## src/rtl/bram_bank_router.sv

```systemverilog
// -----------------------------------------------------------------------------
// bram_bank_router
//
// Pipelined address router between the NTT address generator and the banked
// coefficient BRAMs. Each lane supplies a flat coefficient address. The router
// forms the butterfly partner address (addr + olen, wrapping modulo
// 2^ADDR_WIDTH) and splits both addresses into a bank index (top LANE_W bits)
// and an in-bank offset (low BANK_AW bits). For every bank, the lowest-numbered
// lane that targets it is routed onto that bank's port A (direct address) or
// port B (partner address). Losing lanes are dropped.
//
// Handshake: valid_i has no ready. Every cycle with valid_i high is one beat,
// accepted unconditionally and emitted 2 cycles later on valid_o. The return
// selects (sel_*_o, sel_valid_o) follow valid_o by a further RD_LAT cycles so
// they line up with BRAM read data.
//
// Optional feature: define BRAM_ROUTE_CONFLICT_CHK_EN to build conflict
// detection (conflict_o) and the saturating conflict-beat counter
// (conflict_cnt_o). Without it both ports are tied to 0; routing is the same.
//
// Ports:
//   clk_i, rst_i       clock, synchronous active-high reset
//   valid_i            lane addresses valid this cycle
//   addr_i             packed lane addresses, lane k at [k*ADDR_WIDTH +: ADDR_WIDTH]
//   olen_i             butterfly distance, sampled with valid_i
//   done_i             generator finished pulse
//   addr_a_o/addr_b_o  per-bank port A/B offsets
//   en_a_o/en_b_o      per-bank port A/B enables
//   valid_o            routed outputs valid
//   sel_a_o/sel_b_o    per-bank source lane, RD_LAT cycles after valid_o
//   sel_valid_o        selects valid
//   done_o             done_i delayed to valid_o timing
//   conflict_o         bank conflict in the current output beat
//   conflict_cnt_o     saturating count of conflict beats
// -----------------------------------------------------------------------------
module bram_bank_router #(
   parameter int NUM_BU     = 8,
   parameter int ADDR_WIDTH = 8,
   parameter int RD_LAT     = 1
) (
   input  logic                                          clk_i,
   input  logic                                          rst_i,
   input  logic                                          valid_i,
   input  logic [NUM_BU*ADDR_WIDTH-1:0]                  addr_i,
   input  logic [ADDR_WIDTH-1:0]                         olen_i,
   input  logic                                          done_i,
   output logic [NUM_BU*(ADDR_WIDTH-$clog2(NUM_BU))-1:0] addr_a_o,
   output logic [NUM_BU*(ADDR_WIDTH-$clog2(NUM_BU))-1:0] addr_b_o,
   output logic [NUM_BU-1:0]                             en_a_o,
   output logic [NUM_BU-1:0]                             en_b_o,
   output logic                                          valid_o,
   output logic [NUM_BU*$clog2(NUM_BU)-1:0]              sel_a_o,
   output logic [NUM_BU*$clog2(NUM_BU)-1:0]              sel_b_o,
   output logic                                          sel_valid_o,
   output logic                                          done_o,
   output logic                                          conflict_o,
   output logic [15:0]                                   conflict_cnt_o
);

   localparam int LANE_W  = $clog2(NUM_BU);
   localparam int BANK_AW = ADDR_WIDTH - LANE_W;

   // Stage 1: captured lane addresses and their partner addresses
   logic                  r_s1_valid;
   logic                  r_s1_done;
   logic [ADDR_WIDTH-1:0] r_s1_addr_a [NUM_BU];
   logic [ADDR_WIDTH-1:0] r_s1_addr_b [NUM_BU];

   always_ff @(posedge clk_i) begin
      if (rst_i) begin
         r_s1_valid <= 1'b0;
         r_s1_done  <= 1'b0;
         for (int k = 0; k < NUM_BU; k++) begin
            r_s1_addr_a[k] <= '0;
            r_s1_addr_b[k] <= '0;
         end
      end else begin
         r_s1_valid <= valid_i;
         r_s1_done  <= done_i;
         for (int k = 0; k < NUM_BU; k++) begin
            r_s1_addr_a[k] <= addr_i[k*ADDR_WIDTH +: ADDR_WIDTH];
            // Carry out is dropped on purpose: partner addresses wrap.
            r_s1_addr_b[k] <= addr_i[k*ADDR_WIDTH +: ADDR_WIDTH] + olen_i;
         end
      end
   end

   // Crossbar: lanes are visited in ascending order and a bank is claimed by
   // the first lane that hits it, so the lowest lane wins.
   logic [NUM_BU*BANK_AW-1:0] w_addr_a;
   logic [NUM_BU*BANK_AW-1:0] w_addr_b;
   logic [NUM_BU-1:0]         w_en_a;
   logic [NUM_BU-1:0]         w_en_b;
   logic [NUM_BU*LANE_W-1:0]  w_sel_a;
   logic [NUM_BU*LANE_W-1:0]  w_sel_b;
   logic [LANE_W-1:0]         w_bank_a;
   logic [LANE_W-1:0]         w_bank_b;
`ifdef BRAM_ROUTE_CONFLICT_CHK_EN
   logic                      w_conflict;
`endif

   always_comb begin
      w_addr_a = '0;
      w_addr_b = '0;
      w_en_a   = '0;
      w_en_b   = '0;
      w_sel_a  = '0;
      w_sel_b  = '0;
      w_bank_a = '0;
      w_bank_b = '0;
`ifdef BRAM_ROUTE_CONFLICT_CHK_EN
      w_conflict = 1'b0;
`endif
      if (r_s1_valid) begin
         for (int k = 0; k < NUM_BU; k++) begin
            w_bank_a = r_s1_addr_a[k][ADDR_WIDTH-1 -: LANE_W];
            w_bank_b = r_s1_addr_b[k][ADDR_WIDTH-1 -: LANE_W];
`ifdef BRAM_ROUTE_CONFLICT_CHK_EN
            // A bank already claimed by a lower lane means this lane collides.
            w_conflict = w_conflict | w_en_a[w_bank_a] | w_en_b[w_bank_b];
`endif
            if (!w_en_a[w_bank_a]) begin
               w_en_a[w_bank_a]                       = 1'b1;
               w_addr_a[w_bank_a*BANK_AW +: BANK_AW] = r_s1_addr_a[k][BANK_AW-1:0];
               w_sel_a[w_bank_a*LANE_W +: LANE_W]    = LANE_W'(k);
            end
            if (!w_en_b[w_bank_b]) begin
               w_en_b[w_bank_b]                       = 1'b1;
               w_addr_b[w_bank_b*BANK_AW +: BANK_AW] = r_s1_addr_b[k][BANK_AW-1:0];
               w_sel_b[w_bank_b*LANE_W +: LANE_W]    = LANE_W'(k);
            end
         end
      end
   end

   // Stage 2: routed outputs
   logic                      r_valid;
   logic                      r_done;
   logic [NUM_BU*BANK_AW-1:0] r_addr_a;
   logic [NUM_BU*BANK_AW-1:0] r_addr_b;
   logic [NUM_BU-1:0]         r_en_a;
   logic [NUM_BU-1:0]         r_en_b;
   logic [NUM_BU*LANE_W-1:0]  r_sel_a;
   logic [NUM_BU*LANE_W-1:0]  r_sel_b;

   always_ff @(posedge clk_i) begin
      if (rst_i) begin
         r_valid  <= 1'b0;
         r_done   <= 1'b0;
         r_addr_a <= '0;
         r_addr_b <= '0;
         r_en_a   <= '0;
         r_en_b   <= '0;
         r_sel_a  <= '0;
         r_sel_b  <= '0;
      end else begin
         r_valid  <= r_s1_valid;
         r_done   <= r_s1_done;
         r_addr_a <= w_addr_a;
         r_addr_b <= w_addr_b;
         r_en_a   <= w_en_a;
         r_en_b   <= w_en_b;
         r_sel_a  <= w_sel_a;
         r_sel_b  <= w_sel_b;
      end
   end

   // Return-select delay line, RD_LAT deep; index 0 is the youngest entry.
   logic [NUM_BU*LANE_W-1:0] r_sel_a_d [RD_LAT];
   logic [NUM_BU*LANE_W-1:0] r_sel_b_d [RD_LAT];
   logic [RD_LAT-1:0]        r_sel_vld_d;

   always_ff @(posedge clk_i) begin
      if (rst_i) begin
         r_sel_vld_d <= '0;
         for (int i = 0; i < RD_LAT; i++) begin
            r_sel_a_d[i] <= '0;
            r_sel_b_d[i] <= '0;
         end
      end else begin
         r_sel_a_d[0]   <= r_sel_a;
         r_sel_b_d[0]   <= r_sel_b;
         r_sel_vld_d[0] <= r_valid;
         for (int i = 1; i < RD_LAT; i++) begin
            r_sel_a_d[i]   <= r_sel_a_d[i-1];
            r_sel_b_d[i]   <= r_sel_b_d[i-1];
            r_sel_vld_d[i] <= r_sel_vld_d[i-1];
         end
      end
   end

`ifdef BRAM_ROUTE_CONFLICT_CHK_EN
   logic        r_conflict;
   logic [15:0] r_conflict_cnt;

   // The counter steps in the same edge that registers conflict_o, so the
   // count already includes the beat being flagged.
   always_ff @(posedge clk_i) begin
      if (rst_i) begin
         r_conflict     <= 1'b0;
         r_conflict_cnt <= '0;
      end else begin
         r_conflict <= w_conflict;
         if (w_conflict && (r_conflict_cnt != 16'hFFFF)) begin
            r_conflict_cnt <= r_conflict_cnt + 16'd1;
         end
      end
   end

   assign conflict_o     = r_conflict;
   assign conflict_cnt_o = r_conflict_cnt;
`else
   assign conflict_o     = 1'b0;
   assign conflict_cnt_o = 16'h0000;
`endif

   assign addr_a_o    = r_addr_a;
   assign addr_b_o    = r_addr_b;
   assign en_a_o      = r_en_a;
   assign en_b_o      = r_en_b;
   assign valid_o     = r_valid;
   assign done_o      = r_done;
   assign sel_a_o     = r_sel_a_d[RD_LAT-1];
   assign sel_b_o     = r_sel_b_d[RD_LAT-1];
   assign sel_valid_o = r_sel_vld_d[RD_LAT-1];

endmodule

```

## config.mk

```make
export PLATFORM = sky130hd
export DESIGN_NAME = bram_bank_router
export DESIGN_NICKNAME = d
export VERILOG_FILES = /design/src/rtl/bram_bank_router.sv
export SDC_FILE = /design/constraint.sdc
export NUM_CORES = 1
export LEC_CHECK = 0
export BUFFER_PORTS_ARGS = -buffer_cell sky130_fd_sc_hd__buf_2
export CORE_MARGIN = 2
export CORE_UTILIZATION = 35
export DETAILED_ROUTE_END_ITERATION = 10
export HOLD_SLACK_MARGIN = 0.06
export PLACE_DENSITY = 0.57
export SETUP_SLACK_MARGIN = 0.2
export SLEW_MARGIN = 20
export SYNTH_ARGS = -nofsm -noshare
export SYNTH_HDL_FRONTEND = slang
export SYNTH_SLANG_ARGS = --single-unit
```

## constraint.sdc

```tcl
create_clock -name clk_i -period 8.9 [get_ports clk_i]
set_input_delay 1.335 -clock clk_i [delete_from_list [all_inputs] [get_ports clk_i]]
set_output_delay 1.335 -clock clk_i [all_outputs]
set_load 0.1 [all_outputs]
```

Word-level counts from Yosys, hierarchy flattened:

Memories as Yosys holds them, arrays and structs flattened.
Index checks and enable logic that the tools add are counted.

* register bits after elaboration: 149
* bits in writable memories: 176
* ROM bits: 16
* input bits: 76
* word-level logic and storage cells: 442
* memories kept: 6

* add/subtract/negate cells: 40
* multipliers: 32
* magnitude comparators: 32
* shift-type cells: 64
* multiplexer cells: 203
* bitwise operators: 35
* reduce and logical (&&, ||, !) cells: 19

Memory list
* r_s1_addr_a: depth 8, width 8, rd ports 8, clocked after memory_dff 0, write ports 8, RTL line 66 `logic [ADDR_WIDTH-1:0] r_s1_addr_a [NUM_BU];`
* r_s1_addr_b: depth 8, width 8, rd ports 8, clocked after memory_dff 0, write ports 8, RTL line 67 `logic [ADDR_WIDTH-1:0] r_s1_addr_b [NUM_BU];`
* r_sel_a_d: depth 1, width 24, rd ports 1, clocked after memory_dff 0, write ports 1, RTL line 169 `logic [NUM_BU*LANE_W-1:0] r_sel_a_d [RD_LAT];`
* r_sel_b_d: depth 1, width 24, rd ports 1, clocked after memory_dff 0, write ports 1, RTL line 170 `logic [NUM_BU*LANE_W-1:0] r_sel_b_d [RD_LAT];`
* (no name shown): depth 8, width 1, rd ports 1, clocked after memory_dff 0, write ports 0, RTL line 127 `if (!w_en_b[w_bank_b]) begin`
* (no name shown): depth 8, width 1, rd ports 1, clocked after memory_dff 0, write ports 0, RTL line 122 `if (!w_en_a[w_bank_a]) begin`

Operator list (count)
* $mux W40: 30
* $mux W24: 32
* $shift A5 B34 Y40 const A: 16
* $shiftx A5 B34 Y40: 16
* $bwmux W40: 14
* $neg A5 Y34: 16
* $neg A6 Y34: 16
* $shift A3 B34 Y24 const A: 16
* $shiftx A3 B34 Y24 const A: 16
* $mux W8: 46
* $bwmux W24: 14
* $or A8 B8 Y8: 14
* $mul A3 B3 Y6 const B: 16
* $and A40 B40 Y40: 2
* $mul A3 B2 Y5 const B: 16
* $add A8 B8 Y8: 8
* $lt A3 B4 Y1 const B: 16
* $and A24 B24 Y24: 2
* $demux W1 S3: 16
* $ge A3 B1 Y1 const B: 16
* $reduce_or A24 Y1: 2
* $bmux W1 S3: 14
* $mux W1: 37
* $logic_and A1 B1 Y1: 16
* other kinds (3): 18

Longest topological paths before layout:

An unclocked memory read counts as a cell.

* depth in word-level cells: 34
* mapped depth: 16
* gate-level depth less buffers: 14

Least setup slack after synthesis:

Ideal clock, no wire load.

* path kind: flip-flop to flip-flop
* from: memory r_s1_addr_b[1][6], in the netlist r_s1_addr_b[0][14]
* to: register r_sel_b[23]
* data arrival time: 3.444 ns
* data required time: 8.775 ns
* path slack: 5.331 ns
* cell stages (with the launch flop): 14
* path buffers: 1
* cell sequence: dfxtp_1 -> buf_4 -> nand2_1 -> o22ai_2 -> a211o_1 -> mux4_2 -> a211oi_2 -> or4_4 -> o211ai_2 -> o31a_1 -> a211o_1 -> a21oi_4 -> nor3_4 -> o41a_1

RTL lines
* from (decl): RTL line 67
* to (signal assigned): RTL line 164 `r_sel_b <= w_sel_b;`
* to (decl): RTL line 144 `logic [NUM_BU*LANE_W-1:0] r_sel_b;`

==> impl_metrics.py <==
metrics = {
    "yosys": {
        "yosysTopAreaCell": "dfxtp_1",
        "synth_area_leaders": "dfxtp_1 (29%), ha_1 (6.1%), nand2_1 (5.0%)",
        "synth_ff_type": "dfxtp_1",
        "syn_area_sq_um": 22670,
        "synth-seq-area-share_pct": 28.70,
        "synth_edf_count": 0,
        "yosysWarnings": 0,
        "yosysTopAreaCellShare_pct": 28.70,
        "synth_cell_types": 100,
        "syn_avg_cell_area_sq_um": 7.824,
        "ys_async_sr_fraction_pct": 0,
        "synth_cells": 2898,
        "ys_seq_elements": 325,
    },
    "route": {
        "vias_per_cell": 5.863,
        "vias": 22570,
        "drtAntennaViolNets": 0,
        "drt_iter0_drc": 3032,
        "drt-pass1-iter-count": 6,
        "wl_per_cell_um": 23.50,
        "wirelength_um": 90470,
        "route.detailed.drc": 0,
    },
    "die": {
        "rows": 93,
        "die_w_um": 258.5,
        "initial_utilization_pct": 35.30,
        "core_sq_um": 64230,
        "die_y_um": 258.5,
        "dieArea_sq_um": 66830,
        "io-pin-count": 240,
    },
    "layout": {
        "final_cell_area_sq_um": 25410,
        "layout_commonest_cell": "dfxtp_1",
        "layout.nets": 3156,
        "drive_gt1_share_pct": 12.71,
        "area_growth_pct": 12.05,
        "final_cell_mix": "dfxtp_1 (325), nand2_1 (303), buf_2 (221), nor2_1 (220), a21oi_1 (190)",
        "fillers": 6685,
    },
    "global_routing": {
        "grt_usage_pct": 25.90,
        "first_global_vias": 19900,
        "gr-total-overflow": 0,
        "antenna_found_initial": 8,
        "grt_max_degree": 102,
        "grt_pass1_wl_um": 132300,
    },
    "outcome": {
        "status": "completed",
    },
    "sta": {
        "hold_violations": 0,
        "worstMarginPinSlew_ps": 1054,
        "min_period_over_period_pct": 55.60,
        "rsz0062_at_grt": "false",
        "maxSlewHeadroom_pct": 29.13,
        "tns_ps": 0,
        "period_needed_ps": 4949,
        "finClkSkew_ps": 27.57,
        "setup_viol": 0,
        "maxSlewViolCount": 0,
        "fmax_mhz": 202.1,
    },
    "clock_network": {
        "clockBufferDepth": 3,
        "hold_buffers": 0,
        "insertion_delay_ps": 560,
        "ctsResizeCount": 0,
        "clkSinkCount": 325,
        "cts_tree": "done",
        "post_cts_buffers": 0,
        "h-tree-depth": 2,
        "cts_root_buf": "clkbuf_16",
        "numCtsBuffers": 36,
        "clkTransAtPathRegs_ps": 60,
    },
    "place": {
        "place_congestion": 0.9895,
        "dp_hpwl_um": 70760,
        "io_buffers": 222,
        "placed_cell_area_sq_um": 24100,
    },
    "setup_path": {
        "crit_family": "compound AO/OA/AOI/OAI gates",
        "path_max_fanout": 22,
        "worst_path_most_repeated_cell": "mux2i_1",
        "crit_chain": "inv_1 > a2bb2oi_2 > mux2i_1 > mux4_2 > a211oi_2 > nor2_1 > a31oi_1 > o221a_2 > o22ai_1 > a211o_4 > nor4b_4 > mux2i_1",
        "max_stage_delay_ps": 790,
        "worstPathRequired_ps": 9350,
        "endpoint_kind": "flop",
        "critPathBufInv": 1,
        "arrival_ps": 5400,
        "cpMaxStageDelayCell": "dfxtp_1",
        "start_kind": "flop",
        "crit_type": "flop to flop",
    },
    "power_and_ir_drop": {
        "p_leak_nw": 10.31,
        "finalPower_w": 0.004895,
        "vdd_drop_max_uv": 104.2,
        "power_density_nw_per_um2": 192.7,
    },
    "job": {
        "max_cap_viol_count": 0,
    },
    "min_path": {
        "hold_path_class": "flop to flop",
    },
}
## synthesized netlist by cell type (all sizes together) (20+ instances only)
cell type and n:
dfxtp 325, nand2 304, nor2 220, a21oi 191
nand3 163, clkbuf 148, nor2b 142, o21ai 121
ha 110, mux2i 95, inv 84, buf 81
xnor2 73, nor3 61, and3 57, a31oi 53
a211oi 50, o211ai 48, a21o 41, xor2 36
a311oi 35, a211o 33, o22ai 32, and2 31
a22oi 27, nand3b 23, nor4 23, nand2b 20
## worst reg2reg max path: stages, from the launching register on
cell	delay (ps)
dfxtp_1	790
inv_1	320
a2bb2oi_2	400
mux2i_1	120
mux4_2	540
a211oi_2	460
nor2_1	250
a31oi_1	330
o221a_2	270
o22ai_1	100
a211o_4	340
nor4b_4	600
mux2i_1	350
## per-stage QoR
step | instances | worst slack (ps) | hold WS, ps | utilization, %
2_1_floorplan | 2914 | 5331 | 413.8 | -
3_3_place_gp | 3779 | 4103 | 419.7 | 37.51
3_5_place_dp | 3779 | 4061 | 422.6 | 37.51
4_1_cts | 3844 | 4051 | 438.0 | 39.52
5_1_grt | 3845 | 3531 | 449.3 | 39.54
6_report | 3849 | 3951 | 434.6 | 39.55
## metal layers
metal	wire, um	GRT usage, %	share of wire [%]
met5	69	0	0.076
met4	2059	6.374	2.3
met3	8637	4.421	9.5
met2	35940	36.11	40
met1	43760	40.41	48
## sequential cells by signal, summed over array words and instances, names as in the netlist, 8 cells and up
register / cells
en_b_o: 8
addr_a_o: 40
r_s1_addr_a: 64
en_a_o: 8
r_s1_addr_b: 64
r_sel_a_d: 24
r_sel_b_d: 24
r_sel_a: 24
addr_b_o: 40
r_sel_b: 24
## path summary, 6_finish.rpt
| check | end | depth (start not counted) | slack (ps) | start |
|---|---|---|---|---|
| worst max-delay path | addr_b_o[19] | 12 | 3950 | r_s1_addr_b[0][13] |
| worst min-delay path | r_sel_a_d[0][21] | 1 | 430 | r_sel_a[21] |
| worst max register to register | addr_b_o[19] | 12 | 3950 | r_s1_addr_b[0][13] |
| worst min register to register | r_sel_a_d[0][21] | 1 | 430 | r_sel_a[21] |
## cell type report
| type | count | area [sq um] | share of cell area [%] |
|---|---|---|---|
| Multi-Input combinational cell | 2271 | 14950 | 58.85 |
| Sequential cell | 325 | 6506 | 25.61 |
| Timing Repair Buffer | 239 | 1245 | 4.900 |
| Tap cell | 855 | 1070 | 4.211 |
| Clock buffer | 47 | 1002 | 3.945 |
| Inverter | 89 | 334.1 | 1.315 |
| Clock inverter | 18 | 284.0 | 1.118 |
| Antenna cell | 5 | 12.51 | 0.04925 |
## report_power, final
part	internal, W	total, W	switching (W)
sequential	0.00153	0.00172	0.000189
clock	0.000981	0.00164	0.000659
combinational	0.000483	0.00153	0.00105
total	0.00300	0.00490	0.00190
## cells by family (layout without fill, tap and decap cells)
family | Yosys count | in the layout | share of synthesized area [%]
xor+xnor | 109 | 109 | 4.244
buf+inv | 318 | 393 | 5.844
mux | 118 | 118 | 5.535
compound gates | 779 | 779 | 23.58
other cells | 1 | 22 | 0.01654
flops | 325 | 325 | 28.70
fa+ha+maj | 118 | 118 | 6.777
simple gates | 1130 | 1130 | 25.31
Note: power is estimated with default switching activity, not from simulation.
